### src/rtl/bt_channel.sv
// Channel side of a System/360 bus-and-tag interface.
// Runs one command to one control unit: initial selection, command out,
// initial status, byte transfer loop with stop, ending status and disconnect.
module bt_channel #(
   parameter int SELECT_TIMEOUT = 16
) (
   input  logic       clk,
   input  logic       reset,
   input  logic [7:0] a_bus_in,
   output logic [7:0] a_bus_out,
   output logic       a_operational_out,
   input  logic       a_request_in,
   output logic       a_hold_out,
   output logic       a_select_out,
   input  logic       a_select_in,
   output logic       a_address_out,
   input  logic       a_operational_in,
   input  logic       a_address_in,
   output logic       a_command_out,
   input  logic       a_status_in,
   input  logic       a_service_in,
   output logic       a_service_out,
   output logic       a_suppress_out,
   input  logic [7:0] address,
   input  logic [7:0] command,
   input  logic [7:0] count,
   input  logic       start_strobe
);

   typedef enum logic [3:0] {
      STATE_IDLE        = 4'd0,
      STATE_SELECT      = 4'd1,
      STATE_COMMAND     = 4'd2,
      STATE_INIT_STATUS = 4'd3,
      STATE_INIT_ACK    = 4'd4,
      STATE_DATA        = 4'd5,
      STATE_DATA_ACK    = 4'd6,
      STATE_END_ACK     = 4'd7,
      STATE_DISCONNECT  = 4'd8
   } state_e;

   localparam int              CNT_W     = $clog2(SELECT_TIMEOUT + 1);
   localparam logic [CNT_W-1:0] SEL_LAST = CNT_W'(SELECT_TIMEOUT - 1);
   localparam logic [7:0]      CMD_WRITE = 8'h01;
   localparam logic [7:0]      CMD_READ  = 8'h02;
   // Busy, channel end and unit check in initial status end the operation.
   localparam logic [7:0]      END_MASK  = 8'h1A;

   state_e           state, state_d;
   logic [7:0]       res_count, res_count_d;
   logic [7:0]       addr_q, addr_d;
   logic [7:0]       cmd_q, cmd_d;
   logic [7:0]       count_q, count_d;
   logic [7:0]       status_q, status_d;
   logic [7:0]       rd_byte_q, rd_byte_d;
   logic             xfer_q, xfer_d;
   logic [CNT_W-1:0] sel_cnt_q, sel_cnt_d;

   // CU-initiated sequences are not supported, so request-in is never looked at.
   logic unused_request;
   assign unused_request = a_request_in;

   assign a_operational_out = ~reset;
   assign a_hold_out        = a_select_out;
   assign a_suppress_out    = 1'b0;

   // State and datapath registers; synchronous reset drops every tag at once.
   always_ff @(posedge clk) begin
      // NOTE: sequential state uses non-blocking assignments so every register
      // samples the pre-edge values, independent of statement order.
      if (reset) begin
         state     <= STATE_IDLE;
         res_count <= '0;
         addr_q    <= '0;
         cmd_q     <= '0;
         count_q   <= '0;
         status_q  <= '0;
         rd_byte_q <= '0;
         xfer_q    <= 1'b0;
         sel_cnt_q <= '0;
      end else begin
         state     <= state_d;
         res_count <= res_count_d;
         addr_q    <= addr_d;
         cmd_q     <= cmd_d;
         count_q   <= count_d;
         status_q  <= status_d;
         rd_byte_q <= rd_byte_d;
         xfer_q    <= xfer_d;
         sel_cnt_q <= sel_cnt_d;
      end
   end

   // Next-state logic and tag outputs decoded from the current state.
   always_comb begin
      // NOTE: every variable gets a default here so no path leaves one
      // unassigned, which would otherwise infer a latch.
      state_d       = state;
      res_count_d   = res_count;
      addr_d        = addr_q;
      cmd_d         = cmd_q;
      count_d       = count_q;
      status_d      = status_q;
      rd_byte_d     = rd_byte_q;
      xfer_d        = xfer_q;
      sel_cnt_d     = sel_cnt_q;
      a_bus_out     = '0;
      a_select_out  = 1'b0;
      a_address_out = 1'b0;
      a_command_out = 1'b0;
      a_service_out = 1'b0;

      case (state)
         STATE_IDLE: begin
            if (start_strobe) begin
               addr_d      = address;
               cmd_d       = command;
               count_d     = count;
               res_count_d = count;
               sel_cnt_d   = '0;
               state_d     = STATE_SELECT;
            end
         end

         STATE_SELECT: begin
            a_select_out  = 1'b1;
            a_address_out = 1'b1;
            a_bus_out     = addr_q;
            if (a_select_in || (sel_cnt_q == SEL_LAST)) begin
               state_d = STATE_IDLE;
            end else if (a_operational_in && a_address_in) begin
               state_d = STATE_COMMAND;
            end else begin
               sel_cnt_d = sel_cnt_q + 1'b1;
            end
         end

         STATE_COMMAND: begin
            a_select_out  = 1'b1;
            a_command_out = 1'b1;
            a_bus_out     = cmd_q;
            if (!a_address_in) state_d = STATE_INIT_STATUS;
         end

         STATE_INIT_STATUS: begin
            a_select_out = 1'b1;
            if (a_status_in) begin
               status_d = a_bus_in;
               state_d  = STATE_INIT_ACK;
            end
         end

         STATE_INIT_ACK: begin
            a_select_out  = 1'b1;
            a_service_out = 1'b1;
            if (!a_status_in) begin
               state_d = ((status_q & END_MASK) != 8'h00) ? STATE_DISCONNECT : STATE_DATA;
            end
         end

         STATE_DATA: begin
            a_select_out = 1'b1;
            if (a_service_in) begin
               // With nothing left to move, the byte request is answered by stop.
               xfer_d = (res_count != 8'd0);
               if ((res_count != 8'd0) && (cmd_q == CMD_READ)) rd_byte_d = a_bus_in;
               state_d = STATE_DATA_ACK;
            end else if (a_status_in) begin
               status_d = a_bus_in;
               state_d  = STATE_END_ACK;
            end
         end

         STATE_DATA_ACK: begin
            a_select_out = 1'b1;
            if (xfer_q) begin
               a_service_out = 1'b1;
               // Write data is the byte index within the transfer.
               if (cmd_q == CMD_WRITE) a_bus_out = count_q - res_count;
            end else begin
               a_command_out = 1'b1;
            end
            if (!a_service_in) begin
               if (xfer_q && (res_count != 8'd0)) res_count_d = res_count - 8'd1;
               state_d = STATE_DATA;
            end
         end

         STATE_END_ACK: begin
            a_select_out  = 1'b1;
            a_service_out = 1'b1;
            if (!a_status_in) state_d = STATE_DISCONNECT;
         end

         STATE_DISCONNECT: begin
            a_select_out = 1'b1;
            if (!a_operational_in) state_d = STATE_IDLE;
         end

         default: state_d = STATE_IDLE;
      endcase
   end

endmodule

### config.mk
export PLATFORM = sky130hd
export DESIGN_NAME = bt_channel
export DESIGN_NICKNAME = d
export VERILOG_FILES = /design/src/rtl/bt_channel.sv
export SDC_FILE = /design/constraint.sdc
export NUM_CORES = 1
export LEC_CHECK = 0
export CAP_MARGIN = 0
export CORE_UTILIZATION = 53
export CTS_BUF_LIST = sky130_fd_sc_hd__clkbuf_8
export CTS_CLUSTER_SIZE = 25
export DETAILED_ROUTE_END_ITERATION = 10
export GPL_TIMING_DRIVEN = 0
export PLACE_DENSITY = 0.83
export SLEW_MARGIN = 5
export SYNTH_ARGS = -nofsm -noshare
export SYNTH_HDL_FRONTEND = slang
export SYNTH_SLANG_ARGS = --single-unit
### constraint.sdc
create_clock -name clk -period 2.9 [get_ports clk]
set_clock_uncertainty 0.05 [all_clocks]
set_input_delay 0.58 -clock clk [delete_from_list [all_inputs] [get_ports clk]]
set_output_delay 0.58 -clock clk [all_outputs]
set_load 0.01 [all_outputs]
==> Word level (Yosys, flattened, before mapping) <==
Cells that the tools add are included.
W data, S select, Z words.
{ "op_classes": {"n_lt_le_gt_ge": 0, "bitwise_logic": 1, "n_div": 0, "mul": 0, "reduce_logical": 17, "n_addsub": 3, "shift": 0, "muxes": 33, "eq_ne": 23} }
{ "ops": {"columns": ["operator", "count"], "rows": [
  ["$mux W8", 7],
  ["$mux W4", 12],
  ["$pmux W4 S9", 1],
  ["$pmux W8 S2", 2],
  ["$pmux W8 S3", 1],
  ["$ne A2 B2 Y1 const B", 11],
  ["$eq A4 B3 Y1 const B", 4],
  ["$reduce_bool A8 Y1", 2],
  ["$mux W5", 3],
  ["$pmux W5 S2", 1],
  ["$reduce_and A9 Y1", 1],
  ["$eq A4 B2 Y1 const B", 2],
  ["$eq A8 B1 Y1 const B", 1],
  ["$reduce_and A4 Y1", 2],
  ["$reduce_or A8 Y1", 1],
  ["$sub A8 B1 Y8 const B", 1],
  ["$sub A8 B8 Y8", 1],
  ["$ne A3 B3 Y1 const B", 2],
  ["$reduce_and A2 Y1", 3],
  ["$reduce_bool A2 Y1", 3],
  ["$add A5 B1 Y5 const B", 1],
  ["$eq A5 B4 Y1 const B", 1],
  ["$eq A4 B1 Y1 const B", 1],
  ["$eq A4 B4 Y1 const B", 1],
  ["7 further kinds", 12]
]} }
{ "totals": {"in_bits": 41, "ff_bits": 50, "mem_bits_ro": 0, "n_memories": 0, "latch_bits": 0, "elab_cells": 85, "ram_bits": 0, "out_inout_bits": 15} }

==> Logic depth before layout (Yosys ltp) <==
{ "logic_depth": {"word_depth": 5, "depth_mapped": 9, "mapped_depth_nobuf": 9} }

==> Least setup slack after synthesis <==
Ideal clock, no wire load.
{ "synth_timing": {"path_kind": "register -> output", "start": "reg state[2]", "end": "out a_bus_out[5]", "setup_slack_ps": 385, "stages_incl_launch_ff": 6, "required_time_ps": 2270, "arrival_time_ps": 1885, "path_buffers": 2, "cell_sequence": "dfxtp_1 -> clkbuf_1 -> nor4bb_1 -> clkbuf_1 -> nand4_1 -> o31ai_1"} }
{ "synth_between": {"elab_chain_cells": 2, "word_cells_on_any_way": 4, "classes_between": "3 x eq/ne; 1 x mux"} }
{ "synth_rtl": {"columns": ["item", "line_no", "rtl"], "rows": [
  ["from (decl)", "49", "state_e state, state_d;"],
  ["from (signal assigned)", "82", "state <= state_d;"],
  ["$eq A4 B3 Y1 (tied with other cells)", "113", "case (state)"],
  ["$pmux W8 S3 *", "113", null],
  ["to (decl)", "10", "output logic [7:0] a_bus_out,"]
]} }
Every way passes the cells marked *; elsewhere a longest branch is shown, timed or not.

==> Worst setup path after layout <==
{ "layout_timing": {"start": "reg count_q[0]", "end": "out a_bus_out[6]"} }
{ "layout_between": {"elab_chain_cells": 4} }
{ "layout_rtl": {"columns": ["item", "line_no", "rtl"], "rows": [
  ["from (decl)", "53", "logic [7:0] count_q, count_d;"],
  ["from (signal assigned)", "86", "count_q <= count_d;"],
  ["$sub A8 B8 Y8", "179", "if (cmd_q == CMD_WRITE) a_bus_out = count_q - res_count;"],
  ["$mux W8", "179", null],
  ["$mux W8", "176", "if (xfer_q) begin"],
  ["$pmux W8 S3", "113", null]
]} }
No other way between the ends.

==> impl_metrics.ini <==
[status]
status = finished clean

[grt]
grt-ovfl-total = 0
grt_first_pass_wirelength_mm = 11.2
antenna_found_initial = 0
grt_max_degree = 16
track_usage_pct = 27.8
grt_pass1_vias = 2408

[synthesis]
synth_cell_types = 52
ys_warn_count = 0
yosys-top-cells-count = 61 x nand2_1, 45 x dfxtp_1, 40 x a21oi_1
synth_ff_type = dfxtp_1
synth_area_um2 = 2620
synth_top_area_share_pct = 34.4
syn-instance-count = 340
synth_area_per_cell_um2 = 7.70
ys_seq_elements = 45
synth_top_area_cell = dfxtp_1
syn_nets = 394
synthArstFlopShare_pct = 0
synth_top_cells_by_area = dfxtp_1 34%, nand2_1 8.7%, a21oi_1 7.6%
synth_most_common_cell = nand2_1
synth_edf_count = 0
ys_seq_area_share_pct = 34.4

[place]
io_buffers = 48
place_inst = 455
pre_cts_slack_ns = -0.538
hpwl_mm = 5.08
dpl_cell_area_um2 = 3180
gp_congestion = 0.891

[die]
dieHeight_um = 72.3
die_w_um = 72.3
fp.coreArea_um2 = 4720
rows = 25
boundaryPins = 56
dieArea_um2 = 5220
start_util_pct = 55.4

[sta]
tightest_slew_ns = 0.567
worst_slack_ns = 0.0371
period_share_pct = 98.7
fmax_mhz = 349
slew_headroom_pct = 62.0
setup_tns_ns = 0
hold_viol = 0
fin_crit_ns = 2.86
setup_viol_count_final = 0
slew_violations = 0

[clock_network]
cts_root_buf = clkbuf_8
cts.htree.levels = 2
clock_latency_ns = 0.31
cts_tree = done
cts_made_buffers = 5
clk_pin_slew_ns = 0.09
clk_path_buf_depth = 2
cts.sink_count = 45

[cells_and_area]
final_util_pct = 71.2
design_area_um2 = 3360
nFillCells = 389
fin_cells = 467
diodes = 0
post_route_cells_drive_above_1_share_pct = 11.5
nets = 453
synthToLayoutAreaGrowth_pct = 28.4

[worst_setup_path]
cpPeakStageDelay_ns = 0.36
cp_common_cell = inv_1
criticalPathCategory = reg2out
required_ns = 2.27
cp-start-kind = flip-flop
cp-end-kind = output port
cp.arrival_ns = 2.23
cp_cell_sequence = inv_1, ha_1, inv_1, fa_2, a211oi_2, o21bai_1, a21oi_2, xor2_1, o21ai_1, buf_2
cp_max_fo = 3
crit_slowest_cell = fa_2

[routing]
wl_per_cell_um = 15.2
drtIter0Drc = 296
dr.pass1.iters = 5
num_vias = 2690
routed_wl_mm = 7.09
drc = 0
antenna_left = 0
routed_via_density = 5.76

[run]
maxCapViolCount = 0

[power_and_ir_drop]
vdd_drop_max_v = 0.000336
p_leak_nw = 1.27
p_per_area_nw_per_um2 = 575

[worst_hold_path]
hp-class = reg2reg
-- registers in the layout (all words and copies together) (netlist names) --
signal     flops
status_q       3
addr_q         8
res_count      8
count_q        8
state          4
sel_cnt_q      5
cmd_q          8
xfer_q         1
-- path summary, 6_finish.rpt --
path | startpoint | to | slack, ns | depth (start not counted)
min reg2reg | addr_q[1]$_SDFFE_PP0P_ | addr_q[1]$_SDFFE_PP0P_ | 0.41 | 2
max | count_q[0]$_SDFFE_PP0P_ | a_bus_out[6] | 0.04 | 10
max reg2reg | sel_cnt_q[0]$_SDFFE_PP0P_ | state[2]$_SDFFE_PP0P_ | 0.39 | 9
min | addr_q[1]$_SDFFE_PP0P_ | addr_q[1]$_SDFFE_PP0P_ | 0.41 | 2
-- report_power, final --
part,switching [mW],internal [mW]
clock,0.240,0.169
combinational,0.443,0.337
sequential,0.0575,0.683
-- what timing repair did --
item                       4_1_cts  5_1_grt
gates resized for setup         31       12
hold buffers                     0        0
setup endpoints to repair        9        5
pin swaps                        4        1
buffers inserted                 5        0
-- per-stage QoR --
| step | hold WS, ns | power, mW |
|---|---|---|
| 6_report | 0.414 | 1.93 |
| 5_1_grt | 0.433 | 2.05 |
| 4_1_cts | 0.415 | 1.89 |
| 3_5_place_dp | 0.401 | 1.47 |
| 3_3_place_gp | 0.396 | 1.46 |
| 2_1_floorplan | 0.386 | 1.24 |
-- per-layer routing --
layer | track usage (%) | wire length [µm] | vias up
li1 | - | - | 1330
met4 | 12.0 | 159 | 0
met1 | 37.1 | 3210 | 1234
met5 | 0 | 0 | -
met3 | 5.83 | 436 | 20
met2 | 43.5 | 3290 | 106
-- layout make-up --
class,count,area [µm²],area share [%]
Buffer,21,123,3.65
Clock buffer,5,68.8,2.05
Clock inverter,3,22.5,0.670
Inverter,15,56.3,1.68
Sequential cell,45,907,27.0
Tap cell,67,83.8,2.49
Multi-Input combinational cell,258,1600,47.7
Timing Repair Buffer,53,497,14.8
-- layout by cell type (no fill, tap or decap), types with 6 or more instances in the layout --
| master | count |
|---|---|
| buf_4 | 7 |
| o21ai_0 | 7 |
| nor3_1 | 9 |
| a22oi_1 | 11 |
| o21ai_1 | 9 |
| clkdlybuf4s50_1 | 40 |
| nor2_1 | 19 |
| o31ai_1 | 8 |
| ha_1 | 12 |
| buf_2 | 7 |
| nand2_1 | 61 |
| clkbuf_8 | 6 |
| a21oi_1 | 38 |
| clkbuf_1 | 8 |
| dfxtp_1 | 42 |
| inv_1 | 14 |
-- critical path: cells and delay by family (launching register included) --
| family | cells | cell delay [ns] |
|---|---|---|
| adders and majority gates | 2 | 0.50 |
| buffers and inverters | 3 | 0.28 |
| AOI/OAI and AO/OA | 4 | 0.63 |
| DFF | 1 | 0.33 |
| xor gates and xnor gates | 1 | 0.20 |
-- kinds of logic after synthesis --
kind of cell	count (synthesis)	synth area share, %
simple gates	128	23.7
compound gates	103	24.5
mux	5	1.91
other cells	1	0.143
buf+inv	37	6.12
flops	45	34.4
xor+xnor	8	2.68
fa+ha+maj	13	6.50
(Power assumes the default switching activity.)
